## src/rtl/div_sequencer.sv

```systemverilog
// div_sequencer: control FSM for the serial signed divider bitslice array.
// Walks LOAD -> WIDTH restoring iterations -> sign fix-up -> DONE and emits
// the per-cycle strobes that fan out to every bitslice.
module div_sequencer #(
  parameter int WIDTH = 8
) (
  input  logic Clock,
  input  logic nReset,
  input  logic Test,
  input  logic Start,
  input  logic Op1_Sign,
  input  logic Op2_Sign,
  input  logic Op2_Zero,
  input  logic ACC_Cout,
  output logic LOAD_DIVH,
  output logic LOAD_DIVL,
  output logic INV_OP1,
  output logic OP1_INV_Cin,
  output logic INV_OP2,
  output logic OP2_INV_Cin,
  output logic ACC_LOAD,
  output logic DIVL_P,
  output logic RESULT_P,
  output logic LOAD_QUOT,
  output logic LOAD_REM,
  output logic INV_RESULT,
  output logic RESULT_INV_Cin,
  output logic INV_REM,
  output logic Busy,
  output logic Done,
  output logic Div_Zero
);

  localparam int CNT_W = $clog2(WIDTH) + 1;
  localparam logic [CNT_W-1:0] LAST_ITER = CNT_W'(WIDTH - 1);

  typedef enum logic [2:0] {
    S_IDLE,
    S_LOAD,
    S_ITER,
    S_FIX,
    S_DONE
  } state_t;

  state_t           r_state;
  state_t           w_state_nxt;
  logic [CNT_W-1:0] r_cnt;
  logic             r_q_neg;
  logic             r_r_neg;
  logic             r_div_zero;
  logic             w_last_iter;

  assign w_last_iter = (r_cnt == LAST_ITER);
  assign Div_Zero    = r_div_zero;

  // State register: synchronous reset, frozen while scan mode is active.
  // NOTE: sequential state uses non-blocking (<=) so every flop samples the
  // pre-edge values; blocking here would create order-dependent races.
  always_ff @(posedge Clock) begin
    if (!nReset) begin
      r_state <= S_IDLE;
    end else if (!Test) begin
      r_state <= w_state_nxt;
    end
  end

  // Iteration counter and sign/zero flags captured during LOAD.
  always_ff @(posedge Clock) begin
    if (!nReset) begin
      r_cnt      <= '0;
      r_q_neg    <= 1'b0;
      r_r_neg    <= 1'b0;
      r_div_zero <= 1'b0;
    end else if (!Test) begin
      case (r_state)
        S_LOAD: begin
          r_cnt      <= '0;
          r_q_neg    <= Op1_Sign ^ Op2_Sign;
          r_r_neg    <= Op1_Sign;
          r_div_zero <= Op2_Zero;
        end
        S_ITER:  r_cnt <= r_cnt + 1'b1;
        default: ;
      endcase
    end
  end

  // Next-state decode and Moore strobes; scan mode masks the load/shift strobes.
  // NOTE: every output gets a default before the case so no path leaves a
  // signal unassigned, which would otherwise infer a latch.
  always_comb begin
    w_state_nxt    = r_state;
    LOAD_DIVH      = 1'b0;
    LOAD_DIVL      = 1'b0;
    INV_OP1        = 1'b0;
    OP1_INV_Cin    = 1'b0;
    INV_OP2        = 1'b0;
    OP2_INV_Cin    = 1'b0;
    ACC_LOAD       = 1'b0;
    DIVL_P         = 1'b0;
    RESULT_P       = 1'b0;
    LOAD_QUOT      = 1'b0;
    LOAD_REM       = 1'b0;
    INV_RESULT     = 1'b0;
    RESULT_INV_Cin = 1'b0;
    INV_REM        = 1'b0;
    Busy           = 1'b0;
    Done           = 1'b0;

    case (r_state)
      S_IDLE: begin
        if (Start) w_state_nxt = S_LOAD;
      end
      S_LOAD: begin
        Busy        = 1'b1;
        LOAD_DIVH   = 1'b1;
        LOAD_DIVL   = 1'b1;
        INV_OP1     = Op1_Sign;
        OP1_INV_Cin = Op1_Sign;
        INV_OP2     = Op2_Sign;
        OP2_INV_Cin = Op2_Sign;
        w_state_nxt = Op2_Zero ? S_DONE : S_ITER;
      end
      S_ITER: begin
        Busy     = 1'b1;
        DIVL_P   = 1'b1;
        // Restoring division: commit the trial subtract only when it fits.
        RESULT_P = ACC_Cout;
        ACC_LOAD = ACC_Cout;
        if (w_last_iter) w_state_nxt = S_FIX;
      end
      S_FIX: begin
        Busy           = 1'b1;
        LOAD_QUOT      = 1'b1;
        LOAD_REM       = 1'b1;
        INV_RESULT     = r_q_neg;
        RESULT_INV_Cin = r_q_neg;
        INV_REM        = r_r_neg;
        w_state_nxt    = S_DONE;
      end
      S_DONE: begin
        Busy        = 1'b1;
        Done        = 1'b1;
        w_state_nxt = S_IDLE;
      end
      default: w_state_nxt = S_IDLE;
    endcase

    // Scan mode must not disturb the array: suppress every load and shift.
    if (Test) begin
      LOAD_DIVH = 1'b0;
      LOAD_DIVL = 1'b0;
      ACC_LOAD  = 1'b0;
      DIVL_P    = 1'b0;
      RESULT_P  = 1'b0;
      LOAD_QUOT = 1'b0;
      LOAD_REM  = 1'b0;
    end
  end

endmodule

```

## config.mk

```make
export PLATFORM = sky130hd
export DESIGN_NAME = div_sequencer
export DESIGN_NICKNAME = d
export VERILOG_FILES = /design/src/rtl/div_sequencer.sv
export SDC_FILE = /design/constraint.sdc
export NUM_CORES = 1
export LEC_CHECK = 0
export CAP_MARGIN = 20
export CORE_MARGIN = 2
export CORE_UTILIZATION = 45
export DETAILED_ROUTE_END_ITERATION = 16
export HOLD_SLACK_MARGIN = 0.06
export PLACE_DENSITY_LB_ADDON = 0.25
export SLEW_MARGIN = 25
export SYNTH_ARGS = -nofsm -noshare
export SYNTH_HDL_FRONTEND = slang
export SYNTH_SLANG_ARGS = --single-unit
```

## constraint.sdc

```tcl
create_clock -name Clock -period 2.33 [get_ports Clock]
set_clock_uncertainty 0.05 [all_clocks]
set_input_delay 0.466 -clock Clock [delete_from_list [all_inputs] [get_ports Clock]]
set_output_delay 0.466 -clock Clock [all_outputs]
set_load 0.005 [all_outputs]
```

==> out/summary.md <==
• outcome: complete, no violations
• ratio of cells with drive above 1 in the final layout: 15.7%
• layout overhead on the synthesized area: 43.0%
• area of all sequential standard cells: 200 sq um
• height of the die: 42.1 um
• count of yosys warnings during synthesis: 0
• maximum clock rate: 448 MHz
• setup repair after global routing missed its margin: no
• final estimated routing congestion in global placement: 0.730
• starting density of the core: 48.9%
• H-Tree Level Count: 1
• Final setup violation count: 0
• CTS tree: built
• Diodes inserted: 0
• Avg Synthesized Cell Area: 8.36 sq um
• leading area contributor after synthesis: sky130_fd_sc_hd__dfxtp_1
• kind of start point of the critical path: register
• filler cell count: 113
• GR Overflow Total: 0
• routed vias/inst: 5.27
• number of synthesized register bits: 10
• critical-path cell with the highest stage delay: sky130_fd_sc_hd__clkdlybuf4s50_1
• Slowest Stage Delay on Critical Path: 0.56 ns
• Worst Tran Pin Value: 0.541 ns
• synthesized netlist cell count: 78
• routed len/inst: 12.8 um
• final sum of negative setup slack: 0 ns
• highest ir drop seen on vdd: 0.000305 V
• CTS Root Cell: sky130_fd_sc_hd__clkbuf_4
• worst min path class: reg2reg
• count of endpoints failing hold in the final timing report: 0
• gr usage total: 18.5%
• total standard cell area after synthesis: 652 sq um
• hpwl dp: 1.08 mm
• Row Count: 13
• start-to-end type of the worst setup path: reg2out
• floorplan die area: 1770 sq um
• largest cells by area after synthesis: sky130_fd_sc_hd__dfxtp_1, sky130_fd_sc_hd__buf_4, sky130_fd_sc_hd__nand2_1
• top cell types by occurrence after synthesis: sky130_fd_sc_hd__dfxtp_1, sky130_fd_sc_hd__nand2_1, sky130_fd_sc_hd__buf_4, sky130_fd_sc_hd__nor2_1, sky130_fd_sc_hd__o21ai_0
• fin crit period: 2.23 ns
• synthesized netlist net count: 87
• most numerous cell in the Yosys netlist: sky130_fd_sc_hd__dfxtp_1
• clock transition at the register clock pins on the worst setup and hold paths after CTS: 0.07 ns
• number of sinks handled by clock tree synthesis: 10
• chain of cells forming the critical path: buf_4, nor4b_4, clkdlybuf4s50_1
• number of search-and-repair iterations in the first detailed-routing pass: 4
• routed wire length: 1.50 mm
• number of pins exceeding their max-slew limit in the final report: 0
• I/O pin cnt: 25
• worst setup timing slack at the placement stage: -0.121 ns
• number of nets at the end of the flow: 112
• Final Hold Slack: 0.430 ns
• total power: 0.000427 W
• number of flops mapped to enable cells by yosys: 0
• multi-input gate area in the final layout: 372 sq um
• overall die width: 42.1 um
• number of buffers created by CTS: 3
• share of the synthesized area in the top cell type: 30.7%
• drc violations: 0
• maximum root-to-sink buffer count: 2
• remaining max-slew budget at the tightest pin: 63.8%
• antenna violations before repair: 0
• number of hold buffers added after CTS: 0
• ys flop type: sky130_fd_sc_hd__dfxtp_1
• Starting DRT DRC Count: 16
• maximum fanout along the worst path: 7
• post-detailed-route count of antenna-violating nets: 0
• total of max-cap violations: 0
• arrival time at the worst endpoint: 1.72 ns
• I/O Buffers: 24
• pin count of the biggest net entering global routing: 17
• Seq/Total Area, Yosys: 30.7%
• first-pass GRT wire length: 2.50 mm
• async set-reset flop share out of synthesis: 0%
• Crit path required time: 1.81 ns
• pwr dens: 458 nW/um^2
• number of global-route vias before repair: 564
• reported leakage power: 0.368 nW
• period utilization: 95.9%
• Worst Setup End Kind: output pin
• standard cell core area: 1330 sq um
• worst-case setup margin in the final layout: 0.0954 ns
• number of library cell types mapped by synthesis: 32
• clock latency at the later pin of the worst-skew pair: 0.27 ns
• overall via count from detail_route: 617
-- worst max-delay path: cells and delay by family (launching register included) --
kind                   cells  cell delay (ns)
buffers and inverters      2             0.74
DFF                        1             0.38
and+or+nand+nor            1             0.33
-- logic make-up (layout without fill, tap and decap cells) --
kind of cell,count (synthesis),in the layout,synth area share (%)
buffers and inverters,14,38,14.0
AO/OA/AOI/OAI,12,12,13.1
AND/OR/NAND/NOR,36,36,33.0
XOR/XNOR,2,2,2.69
multiplexers,3,3,4.61
adder cells (fa/ha/maj),1,1,1.92
flip-flops,10,10,30.7
-- state kept, by name, indices dropped and copies added, names as in the netlist --
register,flops
r_cnt,4
Div_Zero,1
r_q_neg,1
r_state,3
r_r_neg,1
-- placed cells by master, fill, tap and decap left out, drive strengths merged --
master	count
or2	1
nor2b	3
and3	4
nand2b	1
nand4b	1
mux2i	3
a221o	1
o211a	1
xnor2	2
dfxtp	10
ha	1
buf	8
a2bb2oi	2
o2111ai	1
nand2	9
and2	1
nor3	1
dlygate4sd2	2
o22ai	1
nand3	3
nor2	6
nor3b	1
nand3b	2
clkbuf	4
a21boi	1
clkdlybuf4s50	22
inv	2
nor4b	2
o21ai	5
nand4	1
-- per-layer routing --
layer	GRT usage (%)	up-vias	wire length, um
li1	-	314	-
met1	24.2	273	684
met2	26.9	30	679
met3	7.33	0	131
met4	7.50	0	0
met5	0	-	0
-- area by class of cell --
type | instances | share of cell area, %
Sequential cell | 10 | 21.5
Multi-Input combinational cell | 54 | 39.9
Tap cell | 15 | 2.01
Clock buffer | 4 | 3.89
Timing Repair Buffer | 32 | 31.9
Inverter | 2 | 0.805
-- where the power goes --
group | total, W | internal (W) | switching, W | leakage (nW)
Clock | 0.000160 | 0.0000950 | 0.0000646 | 0.0210
Combinational | 0.0000857 | 0.0000508 | 0.0000349 | 0.266
Sequential | 0.000182 | 0.000176 | 0.00000575 | 0.0810
Total | 0.000427 | 0.000322 | 0.000105 | 0.368
-- final timing paths --
kind | start | cells after the start | end | slack, ns
worst max-delay path | r_state[1] | 3 | LOAD_DIVH | 0.1
worst min-delay path | r_cnt[3] | 2 | r_cnt[3] | 0.43
worst max register to register | r_state[1] | 5 | r_cnt[3] | 0.79
worst min register to register | r_cnt[3] | 2 | r_cnt[3] | 0.43
-- stage by stage --
stage          instances  utilization, %  instance area [sq um]
4_1_cts              117            69.7                    930
6_report             117            69.9                    932
2_1_floorplan         78               -                    652
5_1_grt              117            69.9                    932
3_3_place_gp         112            65.9                    880
3_5_place_dp         112            65.9                    880
-- timing repair --
action,4_1_cts,5_1_grt
resized for setup,3,1
buffers inserted,1,0
endpoints found under the setup margin,7,2
pin swaps,2,0
endpoints found under the hold margin,0,0
Note: power is estimated with default switching activity, not from simulation.
